$ cat config.mk
export PLATFORM = sky130hd
export DESIGN_NAME = multicycle_control_fsm_flat
export DESIGN_NICKNAME = d
export VERILOG_FILES = /design/src/rtl/multicycle_control_fsm_if.sv /design/src/rtl/multicycle_control_fsm.sv /design/src/flat_wrapper.sv
export SDC_FILE = /design/constraint.sdc
export NUM_CORES = 1
export LEC_CHECK = 0
export CAP_MARGIN = 20
export CELL_PAD_IN_SITES_DETAIL_PLACEMENT = 1
export CELL_PAD_IN_SITES_GLOBAL_PLACEMENT = 1
export CORE_AREA = 2 2 40 42
export DETAILED_ROUTE_END_ITERATION = 8
export DIE_AREA = 0 0 42 44
export DONT_BUFFER_PORTS = 1
export GPL_ROUTABILITY_DRIVEN = 0
export GPL_TIMING_DRIVEN = 0
export PLACE_DENSITY_LB_ADDON = 0.25
export SETUP_SLACK_MARGIN = 0.1
export SLEW_MARGIN = 30
export SYNTH_ARGS = -nofsm -noshare
export SYNTH_HDL_FRONTEND = slang
export SYNTH_SLANG_ARGS = --single-unit
$ cat constraint.sdc
create_clock -name clk -period 3.1 [get_ports clk]
set_input_delay 0.62 -clock clk [delete_from_list [all_inputs] [get_ports clk]]
set_output_delay 0.62 -clock clk [all_outputs]
set_load 0.05 [all_outputs]
$ cat src/rtl/multicycle_control_fsm_if.sv
// Control bundle between the multicycle control FSM and the datapath.
// master = control unit side, slave = datapath side.
interface multicycle_control_fsm_if #(
  parameter int STATE_W = 4,
  parameter int OP_W    = 7
);
  logic [OP_W-1:0]    op;
  logic               zero;
  logic               mem_ready;
  logic [1:0]         alu_op;
  logic [1:0]         alu_src_a;
  logic [1:0]         alu_src_b;
  logic [1:0]         result_src;
  logic               adr_src;
  logic               ir_write;
  logic               reg_write;
  logic               mem_write;
  logic               pc_write;
  logic               illegal;
  logic [STATE_W-1:0] state_dbg;

  modport master (
    input  op, zero, mem_ready,
    output alu_op, alu_src_a, alu_src_b, result_src,
    output adr_src, ir_write, reg_write, mem_write,
    output pc_write, illegal, state_dbg
  );

  modport slave (
    output op, zero, mem_ready,
    input  alu_op, alu_src_a, alu_src_b, result_src,
    input  adr_src, ir_write, reg_write, mem_write,
    input  pc_write, illegal, state_dbg
  );
endinterface

$ cat src/rtl/multicycle_control_fsm.sv
// Multicycle RV32I main control FSM (lw, sw, R, I, beq, jal).
// Optional ILLEGAL_OP_TRAP_EN: unknown opcodes lock into TRAP.
module multicycle_control_fsm #(
  parameter int STATE_W = 4,
  parameter int OP_W    = 7
) (
  input  logic                   clk,
  input  logic                   reset_n,
  multicycle_control_fsm_if.master bus
);

  typedef enum logic [STATE_W-1:0] {
    FETCH    = STATE_W'(0),
    DECODE   = STATE_W'(1),
    MEMADR   = STATE_W'(2),
    MEMREAD  = STATE_W'(3),
    MEMWB    = STATE_W'(4),
    MEMWRITE = STATE_W'(5),
    EXECR    = STATE_W'(6),
    EXECI    = STATE_W'(7),
    ALUWB    = STATE_W'(8),
    BEQ      = STATE_W'(9),
    JAL      = STATE_W'(10),
    TRAP     = STATE_W'(11)
  } state_t;

  localparam logic [OP_W-1:0] OP_LW  = OP_W'(7'b0000011);
  localparam logic [OP_W-1:0] OP_SW  = OP_W'(7'b0100011);
  localparam logic [OP_W-1:0] OP_R   = OP_W'(7'b0110011);
  localparam logic [OP_W-1:0] OP_I   = OP_W'(7'b0010011);
  localparam logic [OP_W-1:0] OP_BEQ = OP_W'(7'b1100011);
  localparam logic [OP_W-1:0] OP_JAL = OP_W'(7'b1101111);

  state_t     r_state;
  state_t     w_next;
  logic [1:0] w_alu_op;
  logic [1:0] w_src_a;
  logic [1:0] w_src_b;
  logic [1:0] w_res;
  logic       w_adr;
  logic       w_ir;
  logic       w_rw;
  logic       w_mw;
  logic       w_pw;

  always_ff @(posedge clk or negedge reset_n) begin
    if (!reset_n) r_state <= FETCH;
    else          r_state <= w_next;
  end

  always_comb begin
    w_next   = r_state;
    w_alu_op = 2'b00;
    w_src_a  = 2'b00;
    w_src_b  = 2'b00;
    w_res    = 2'b00;
    w_adr    = 1'b0;
    w_ir     = 1'b0;
    w_rw     = 1'b0;
    w_mw     = 1'b0;
    w_pw     = 1'b0;
    case (r_state)
      FETCH: begin
        w_src_b = 2'b10;
        w_res   = 2'b10;
        w_ir    = bus.mem_ready;
        w_pw    = bus.mem_ready;
        if (bus.mem_ready) w_next = DECODE;
      end
      DECODE: begin
        w_src_a = 2'b01;
        w_src_b = 2'b01;
        unique case (1'b1)
          (bus.op == OP_LW),
          (bus.op == OP_SW):  w_next = MEMADR;
          (bus.op == OP_R):   w_next = EXECR;
          (bus.op == OP_I):   w_next = EXECI;
          (bus.op == OP_BEQ): w_next = BEQ;
          (bus.op == OP_JAL): w_next = JAL;
`ifdef ILLEGAL_OP_TRAP_EN
          default:            w_next = TRAP;
`else
          default:            w_next = FETCH;
`endif
        endcase
      end
      MEMADR: begin
        w_src_a = 2'b10;
        w_src_b = 2'b01;
        w_next  = (bus.op == OP_LW) ? MEMREAD : MEMWRITE;
      end
      MEMREAD: begin
        w_adr = 1'b1;
        if (bus.mem_ready) w_next = MEMWB;
      end
      MEMWB: begin
        w_res  = 2'b01;
        w_rw   = 1'b1;
        w_next = FETCH;
      end
      MEMWRITE: begin
        w_adr = 1'b1;
        w_mw  = 1'b1;
        if (bus.mem_ready) w_next = FETCH;
      end
      EXECR: begin
        w_src_a  = 2'b10;
        w_alu_op = 2'b10;
        w_next   = ALUWB;
      end
      EXECI: begin
        w_src_a  = 2'b10;
        w_src_b  = 2'b01;
        w_alu_op = 2'b10;
        w_next   = ALUWB;
      end
      JAL: begin
        w_src_a = 2'b01;
        w_src_b = 2'b10;
        w_pw    = 1'b1;
        w_next  = ALUWB;
      end
      ALUWB: begin
        w_rw   = 1'b1;
        w_next = FETCH;
      end
      BEQ: begin
        w_src_a  = 2'b10;
        w_alu_op = 2'b01;
        w_pw     = bus.zero;
        w_next   = FETCH;
      end
      TRAP:    w_next = TRAP;
      default: w_next = FETCH;
    endcase
  end

  // Strobes are masked while reset is held so nothing fires on the reset edge.
  assign bus.ir_write   = w_ir & reset_n;
  assign bus.reg_write  = w_rw & reset_n;
  assign bus.mem_write  = w_mw & reset_n;
  assign bus.pc_write   = w_pw & reset_n;
  assign bus.alu_op     = w_alu_op;
  assign bus.alu_src_a  = w_src_a;
  assign bus.alu_src_b  = w_src_b;
  assign bus.result_src = w_res;
  assign bus.adr_src    = w_adr;
  assign bus.state_dbg  = r_state;

`ifdef ILLEGAL_OP_TRAP_EN
  assign bus.illegal = (r_state == TRAP);
`else
  assign bus.illegal = 1'b0;
`endif

endmodule

$ cat src/flat_wrapper.sv
// flat-port wrapper written by rule: the top's interface ports become plain ports
module multicycle_control_fsm_flat 
#(
  parameter int STATE_W = 4,
  parameter int OP_W    = 7
)
  (clk, reset_n, bus_op, bus_zero, bus_mem_ready, bus_alu_op, bus_alu_src_a, bus_alu_src_b, bus_result_src, bus_adr_src, bus_ir_write, bus_reg_write, bus_mem_write, bus_pc_write, bus_illegal, bus_state_dbg);
  multicycle_control_fsm_if #(.STATE_W(STATE_W), .OP_W(OP_W)) bus_i ();
  input  logic clk;
  input  logic reset_n;
  input wire logic [$bits(bus_i.op)-1:0] bus_op;
  input wire logic [$bits(bus_i.zero)-1:0] bus_zero;
  input wire logic [$bits(bus_i.mem_ready)-1:0] bus_mem_ready;
  output wire logic [$bits(bus_i.alu_op)-1:0] bus_alu_op;
  output wire logic [$bits(bus_i.alu_src_a)-1:0] bus_alu_src_a;
  output wire logic [$bits(bus_i.alu_src_b)-1:0] bus_alu_src_b;
  output wire logic [$bits(bus_i.result_src)-1:0] bus_result_src;
  output wire logic [$bits(bus_i.adr_src)-1:0] bus_adr_src;
  output wire logic [$bits(bus_i.ir_write)-1:0] bus_ir_write;
  output wire logic [$bits(bus_i.reg_write)-1:0] bus_reg_write;
  output wire logic [$bits(bus_i.mem_write)-1:0] bus_mem_write;
  output wire logic [$bits(bus_i.pc_write)-1:0] bus_pc_write;
  output wire logic [$bits(bus_i.illegal)-1:0] bus_illegal;
  output wire logic [$bits(bus_i.state_dbg)-1:0] bus_state_dbg;
  assign bus_i.op = bus_op;
  assign bus_i.zero = bus_zero;
  assign bus_i.mem_ready = bus_mem_ready;
  assign bus_alu_op = bus_i.alu_op;
  assign bus_alu_src_a = bus_i.alu_src_a;
  assign bus_alu_src_b = bus_i.alu_src_b;
  assign bus_result_src = bus_i.result_src;
  assign bus_adr_src = bus_i.adr_src;
  assign bus_ir_write = bus_i.ir_write;
  assign bus_reg_write = bus_i.reg_write;
  assign bus_mem_write = bus_i.mem_write;
  assign bus_pc_write = bus_i.pc_write;
  assign bus_illegal = bus_i.illegal;
  assign bus_state_dbg = bus_i.state_dbg;
  multicycle_control_fsm #(.STATE_W(STATE_W), .OP_W(OP_W)) u_core (.clk(clk), .reset_n(reset_n), .bus(bus_i));
endmodule
Yosys cells after proc, flatten, opt, wreduce, memory -nomap -nowiden
Cells that the tools add are included.
Widths: inputs -> output; s select.
- add/subtract/negate cells: 0
- $mul: 0
- div/mod/pow operators: 0
- magnitude comparators: 0
- equality and inequality tests: 20
- shifts and indexed selects: 0
- multiplexer cells: 15
- bitwise gates (word level): 4
- reductions and logical operators: 11
- operator list (kind ; number):
    $pmux 4 s7 ; 1
    $pmux 4 s5 ; 1
    $eq 4x3->1 const B ; 4
    $eq 4x4->1 const B ; 4
    $pmux 2 s2 ; 4
    $eq 7x6->1 const B ; 2
    $eq 7x7->1 const B ; 2
    $mux 4 ; 3
    $reduce_or 2->1 ; 6
    $eq 4x2->1 const B ; 2
    $eq 7x2->1 const B ; 1
    $eq 7x5->1 const B ; 1
    $ne 2x2->1 const B ; 3
    $reduce_or 3->1 ; 2
    $and 1x1->1 ; 4
    $eq 4x1->1 const B ; 1
    $logic_not 4->1 ; 1
    $mux 1 ; 4
    $reduce_or 4->1 ; 1
    $mux 3 ; 1
    $pmux 1 s3 ; 1
    $reduce_and 3->1 ; 1
- register bits after elaboration: 4
- bits in latches: 0
- RAM bits: 0
- ROM bits: 0
- bits of input ports: 11
- output and inout port bits: 18
- logic and storage cells: 51
- memories kept: 0

Longest topological paths before layout
Gate-level depths: netlist (run 1).
- depth after elaboration: 4
- depth in mapped cells: 5
- gate-level depth less buffers: 4

Worst setup path before layout (run 1)
Ideal clock, no wire load.
- path kind: reg2out
- start: register u_core.r_state[2], in the netlist u_core.bus.state_dbg[2]
- end: output port bus_reg_write
- arrival time: 2.633 ns
- setup slack: -0.153 ns
- cell stages (with the launch flop): 5
- path buffers: 2
- cell sequence: dfrtp_1 buf_6 buf_6 xnor2_1 nor4b_1
- word-level cells in the longest chain between the ends: 4
- elaborated cells between the ends (all ways): 5
- classes of those cells: eq/ne (2); mux (1); bitwise (1); reduce/logical (1)
- RTL lines (element ; line ; text):
    start, declared ; multicycle_control_fsm.sv:34 ; state_t r_state;
    start signal, assigned ; multicycle_control_fsm.sv:48 ; else r_state <= w_next;
    $eq 4x3->1 / $eq 4x4->1 (equally long branches) ; multicycle_control_fsm.sv:62 ; case (r_state)
    $reduce_or 2->1 (no line) * ; n/a ;
    $mux 1 * ; multicycle_control_fsm.sv:62 ;
    $and 1x1->1 * ; multicycle_control_fsm.sv:140 ; assign bus.reg_write = w_rw & reset_n;
    end, declared ; flat_wrapper.sv:20 ; output wire logic [$bits(bus_i.reg_write)-1:0] bus_reg_write;
Every way passes the cells marked *; elsewhere a longest branch is shown, timed or not.

Worst setup path in the final report (run 1)
- start: register u_core.r_state[1], in the netlist u_core.bus.state_dbg[1]
- end: output port bus_pc_write
- word-level cells in the longest chain between the ends: 3
- elaborated cells between the ends (all ways): 5
- classes of those cells: eq/ne (2); mux (1); bitwise (1); reduce/logical (1)
- RTL lines (element ; line ; text):
    $eq 4x4->1 / $logic_not 4->1 (equally long branches) ; multicycle_control_fsm.sv:62 ;
    $pmux 1 s3 * ; multicycle_control_fsm.sv:62 ;
    $and 1x1->1 * ; multicycle_control_fsm.sv:142 ; assign bus.pc_write = w_pw & reset_n;
    end, declared ; flat_wrapper.sv:22 ; output wire logic [$bits(bus_i.pc_write)-1:0] bus_pc_write;
Marked as above.

==> results.py, run 1 <==
metrics = {
    "outcome": {
        "outcome": "finished, final reports clean",
    },
    "clocking": {
        "cts_resized": 0,
        "clockBufferDepth": 2,
        "htreeDepth": 1,
        "cts_root_buf": "clkbuf_4",
        "cts_tree": "done",
        "path_clk_slew_ns": 0.04,
        "numCtsBuffers": 3,
        "hold_buffers": 0,
        "clkSinkCount": 4,
        "worst_skew_pair.late_latency_ns": 0.23,
        "post-cts-setup-buffers": 0,
    },
    "finish": {
        "antenna_cells": 0,
        "seq_area_um2": 100,
        "multi_input_area_um2": 490,
        "nFillCells": 176,
        "nets": 94,
        "layout-area-overhead-vs-synth_pct": 17.3,
        "largest_register_ffs": 4,
        "stdcell_count": 97,
        "layout-drive-gt1-share": 0.370,
    },
    "synthesis": {
        "synth_cell_types": 42,
        "synth_ff_type": "dfrtp_1",
        "yosys.area.top_type": "dfrtp_1",
        "syn_area_um2": 616,
        "yosysMostFrequentCell": "nor2_1",
        "synth_top_area_share": 0.163,
        "ys_top_cells_by_area": "dfrtp_1 (16%), nor2_1 (5.5%), buf_6 (5.5%)",
        "synth_fp_nets": 87,
        "synthArstFlopShare": 1.00,
        "synth.top_cells.by_count": "nor2_1 (9), nand2_1 (7), dfrtp_1 (4)",
        "yosys_register_bits": 4,
        "ys_seq_area_frac": 0.163,
        "syn_inst": 76,
        "synth-edff-count": 0,
        "yosysWarnings": 0,
        "syn_avg_cell_area_um2": 8.10,
    },
    "run": {
        "drv_cap": 0,
    },
    "drt": {
        "drtIter0Drc": 8,
        "drc": 0,
        "avgRoutedWirePerCell_um": 16.8,
        "dr.pass1.iters": 4,
        "post_drt_via_cell_ratio": 6.34,
        "drtAntennaViolNets": 0,
        "num_vias": 615,
        "routed_wl_mm": 1.63,
    },
    "place": {
        "place_inst": 94,
        "pre_cts_slack_ns": 0.432,
        "io_buffers": 0,
        "hpwlAfterDp_mm": 1.26,
    },
    "global_routing": {
        "grt_pass1_vias": 641,
        "antenna_found_initial": 0,
        "grt_pass1_wl_mm": 2.78,
        "gr-usage-all-layers": 0.193,
        "overflow": 0,
        "grt_max_degree": 11,
    },
    "floorplan": {
        "die_h_um": 44,
        "core_area_um2": 1420,
        "start_util": 0.434,
        "fp.dieW_um": 42,
        "rows": 14,
        "pin_count": 29,
        "die-area_um2": 1850,
    },
    "timing": {
        "fin_ws_ns": 0.294,
        "finalClockSkew_ns": 0.00113,
        "fin_crit_ns": 2.81,
        "setup_violations": 0,
        "grt_setup_unrepaired": "false",
        "final_max_slew_viol_count": 0,
        "totalNegativeSetupSlack_ns": 0,
        "fmax_mhz": 356,
        "worst_pin_slew_ns": 0.874,
        "finalHoldViolations": 0,
        "finalCritPeriodShare": 0.905,
        "slew_headroom": 0.415,
        "whs_ns": 0.0883,
    },
    "setup_path": {
        "path_cells": "buf_6 > buf_2 > o21ai_0 > a32oi_1 > nor2_1",
        "cp-end-kind": "output pin",
        "slowest_stage": "nor2_1",
        "path_max_fanout": 10,
        "critPathKind": "reg2out",
        "worst_ep_required_time_ns": 2.48,
        "cp-start-kind": "flop",
        "critical_path_arrival_ns": 2.19,
        "critPathMaxStageDelay_ns": 0.68,
    },
    "pwr": {
        "p_comb_frac": 0.692,
        "peakVddDrop_mv": 0.411,
        "power_per_cell_area_nw_per_um2": 732,
        "power_switching_uw": 325,
        "power.total_uw": 529,
        "switching_share": 0.615,
        "leakage_uw": 0.000291,
        "seq_power_share": 0.192,
        "p_int_uw": 203,
        "power_frac_clock": 0.116,
    },
    "worst_hold_path": {
        "holdCritPathClass": "in2async",
    },
}
==> per-layer routing <==
| layer | track usage | up-vias | share of wire |
|---|---|---|---|
| li1 | - | 287 | - |
| met1 | 0.232 | 304 | 0.42 |
| met2 | 0.350 | 22 | 0.51 |
| met3 | 0.0292 | 2 | 0.056 |
| met4 | 0.0645 | 0 | 0.0086 |
| met5 | 0 | - | 0 |
==> critical path: cells and delay by family (launching register included) <==
kind            cells  cell delay (ns)
flops               1             0.57
compound gates      2             0.25
simple gates        1             0.68
buf+inv             2             0.46
==> layout by cell type (no fill, tap or decap), types with 2 or more instances in the layout <==
cell	instances
dfrtp_1	4
nor4_2	2
nand2_1	7
clkbuf_4	3
o21ai_0	2
buf_2	2
xnor2_1	2
buf_6	3
buf_4	5
xor2_1	2
nor3_2	3
o22ai_1	2
a21oi_1	3
nor2_1	9
nor2b_1	2
==> per-stage QoR <==
stage,utilization,instance area (µm²)
2_1_floorplan,-,622
3_3_place_gp,0.452,642
3_5_place_dp,0.489,693
4_1_cts,0.504,716
5_1_grt,0.509,722
6_report,0.509,722
==> worst paths after layout <==
path                       depth (start not counted)                      end  slack (ns)                     from
setup / recovery                                   5             bus_pc_write        0.29  u_core.bus.state_dbg[1]
hold / removal                                     0  u_core.bus.state_dbg[1]        0.09                  reset_n
setup reg to reg                                   4  u_core.bus.state_dbg[2]        1.49  u_core.bus.state_dbg[0]
hold reg to reg                                    3  u_core.bus.state_dbg[3]        1.07  u_core.bus.state_dbg[2]
max in group asynchronous                          0  u_core.bus.state_dbg[3]        2.94                  reset_n
min in group clk                                   1  u_core.bus.state_dbg[2]        0.53                bus_op[4]
==> layout make-up <==
cell class | instances | share of cell area
multi-input combinational | 62 | 0.679
buffer | 8 | 0.0919
sequential | 4 | 0.139
inverter | 2 | 0.0104
clock buffer | 3 | 0.0312
tap | 16 | 0.0277
timing repair buffer | 2 | 0.0208
==> cell families (layout without fill, tap and decap cells) <==
kind of cell | count (synthesis) | after routing | synth area share
buffers and inverters | 10 | 15 | 0.120
and+or+nand+nor | 39 | 39 | 0.431
DFF | 4 | 4 | 0.163
AOI/OAI and AO/OA | 18 | 18 | 0.224
other | 1 | 1 | 0.00609
xor gates and xnor gates | 4 | 4 | 0.0569
==> power groups by stage <==
stage | clock network, µW | logic (µW) | registers [µW]
global route | 68.7 | 390 | 103
global placement | 0 | 330 | 102
detailed placement | 0 | 366 | 103
CTS | 62.4 | 367 | 102
finish | 61.4 | 366 | 102
floorplan | 0 | 296 | 100
(Power assumes the default switching activity.)
==> run 2, diff against run 1 <==
- CELL_PAD_IN_SITES_DETAIL_PLACEMENT: 1 -> 0
- CTS_BUF_LIST: default -> sky130_fd_sc_hd__clkbuf_8 sky130_fd_sc_hd__clkbuf_16
==> run 2 against run 1 <==
First-iteration DRC count increased to 2.9 times the previous value. Clock power up 87%. Total power increased by 9.2%. Critical path depth fell by 1. Cell area rose by 1.7%. Clock skew increased by 0.0040 ns. Hold slack improved by 0.0029 ns. Sequential share of layout area fell by 0.24 points. Final cell count stayed put.
==> results.py, run 2 (synthesis gave the netlist of run 1 again) <==
metrics = {
    "outcome": {
        "outcome": "finished, final reports clean",
    },
    "pwr": {
        "peakVddDrop_mv": 0.313,
        "leakage_uw": 0.000295,
        "power_per_cell_area_nw_per_um2": 786,
        "power.total_uw": 577,
    },
    "global_routing": {
        "grt_max_degree": 11,
        "antenna_found_initial": 0,
        "grt_pass1_vias": 523,
        "overflow": 0,
        "grt_pass1_wl_mm": 2.33,
        "gr-usage-all-layers": 0.166,
    },
    "drt": {
        "drc": 0,
        "num_vias": 581,
        "avgRoutedWirePerCell_um": 15.9,
        "routed_wl_mm": 1.55,
        "drtAntennaViolNets": 0,
        "dr.pass1.iters": 4,
        "drtIter0Drc": 23,
        "post_drt_via_cell_ratio": 5.99,
    },
    "floorplan": {
        "core_area_um2": 1420,
        "rows": 14,
        "die-area_um2": 1850,
        "pin_count": 29,
        "fp.dieW_um": 42,
        "die_h_um": 44,
        "start_util": 0.434,
    },
    "setup_path": {
        "critical_path_arrival_ns": 2.28,
        "slowest_stage": "o22ai_1",
        "path_cells": "buf_6 > buf_2 > nand2_1 > o22ai_1",
        "cp-end-kind": "output pin",
        "worst_ep_required_time_ns": 2.48,
        "critPathBufInv": 2,
        "critPathMaxStageDelay_ns": 0.80,
        "cp-start-kind": "flop",
        "critPathKind": "reg2out",
        "path_max_fanout": 10,
        "crit_family": "compound AO/OA/AOI/OAI gates",
    },
    "timing": {
        "finalHoldViolations": 0,
        "worst_pin_slew_ns": 1.05,
        "finalClockSkew_ns": 0.00516,
        "fin_crit_ns": 2.90,
        "slew_headroom": 0.310,
        "setup_violations": 0,
        "fmax_mhz": 345,
        "final_max_slew_viol_count": 0,
        "grt_setup_unrepaired": "false",
        "finalCritPeriodShare": 0.934,
    },
    "finish": {
        "stdcell_count": 97,
        "layout_common_cells": "nor2_1 (9), nand2_1 (7), buf_4 (5)",
        "largest_register_ffs": 4,
        "nets": 94,
        "layout-area-overhead-vs-synth_pct": 19.3,
        "final_common_cell": "nor2_1",
        "layout-drive-gt1-share": 0.358,
        "antenna_cells": 0,
    },
    "clocking": {
        "cts_tree": "done",
        "path_clk_slew_ns": 0.04,
        "numCtsBuffers": 3,
        "post-cts-setup-buffers": 0,
        "clockBufferDepth": 2,
        "htreeDepth": 1,
        "hold_buffers": 0,
        "clkSinkCount": 4,
        "cts_resized": 0,
        "worst_skew_pair.late_latency_ns": 0.22,
        "cts_root_buf": "clkbuf_8",
    },
    "worst_hold_path": {
        "holdCritPathClass": "in2async",
    },
    "run": {
        "drv_cap": 0,
    },
    "place": {
        "io_buffers": 0,
        "place_inst": 94,
        "hpwlAfterDp_mm": 1.11,
    },
}
## run 2: where the power goes
group	internal [µW]	total, µW	switching (µW)	leakage [µW]
combinational	98.8	361	262	0.000220
clock	83.2	115	31.7	0.0000216
sequential	60.5	101	40.8	0.0000538
## run 2: worst register-to-register path: cells and delay by family (launching register included)
family          cells  cell delay [ns]
flops               1             0.58
compound gates      2             0.29
buf+inv             1             0.30
simple gates        1             0.31
## run 2: routing by layer
metal	vias to the layer above	wire length [µm]	global-route usage
met4	0	23	0.0968
met5	-	0	0
li1	284	-	-
met3	2	97	0.0250
met2	21	720	0.253
met1	274	705	0.223
## run 2: path summary, 6_finish.rpt
path	depth (start not counted)	start	slack, ns	to
worst min-delay path	0	reset_n	0.09	u_core.bus.state_dbg[0]
min in group clk	1	bus_op[4]	0.54	u_core.bus.state_dbg[2]
worst min register to register	3	u_core.bus.state_dbg[2]	1.07	u_core.bus.state_dbg[3]
max in group asynchronous	0	reset_n	2.94	u_core.bus.state_dbg[3]
worst max-delay path	4	u_core.bus.state_dbg[1]	0.20	bus_alu_src_a[1]
worst max register to register	4	u_core.bus.state_dbg[0]	1.50	u_core.bus.state_dbg[2]
## run 2: cell type report
class | instances | area [µm²]
buffer | 8 | 66.3
multi-input combinational | 62 | 484
sequential | 4 | 100
timing repair buffer | 2 | 15.0
clock buffer | 3 | 41.3
tap | 16 | 20.0
inverter | 2 | 7.51
fill | 137 | 684
## run 2: metrics by stage
stage	worst slack [ns]	instance area [µm²]	setup TNS [ns]	utilization	hold slack, ns
6_report	0.205	734	0	0.518	0.0912
5_1_grt	0.163	734	0	0.518	0.0894
4_1_cts	0.209	734	0	0.518	0.0905
3_5_place_dp	0.445	693	0	0.489	0.325
3_3_place_gp	-0.128	642	-0.246	0.452	0.325
2_1_floorplan	-0.0176	622	-0.0353	-	0.324
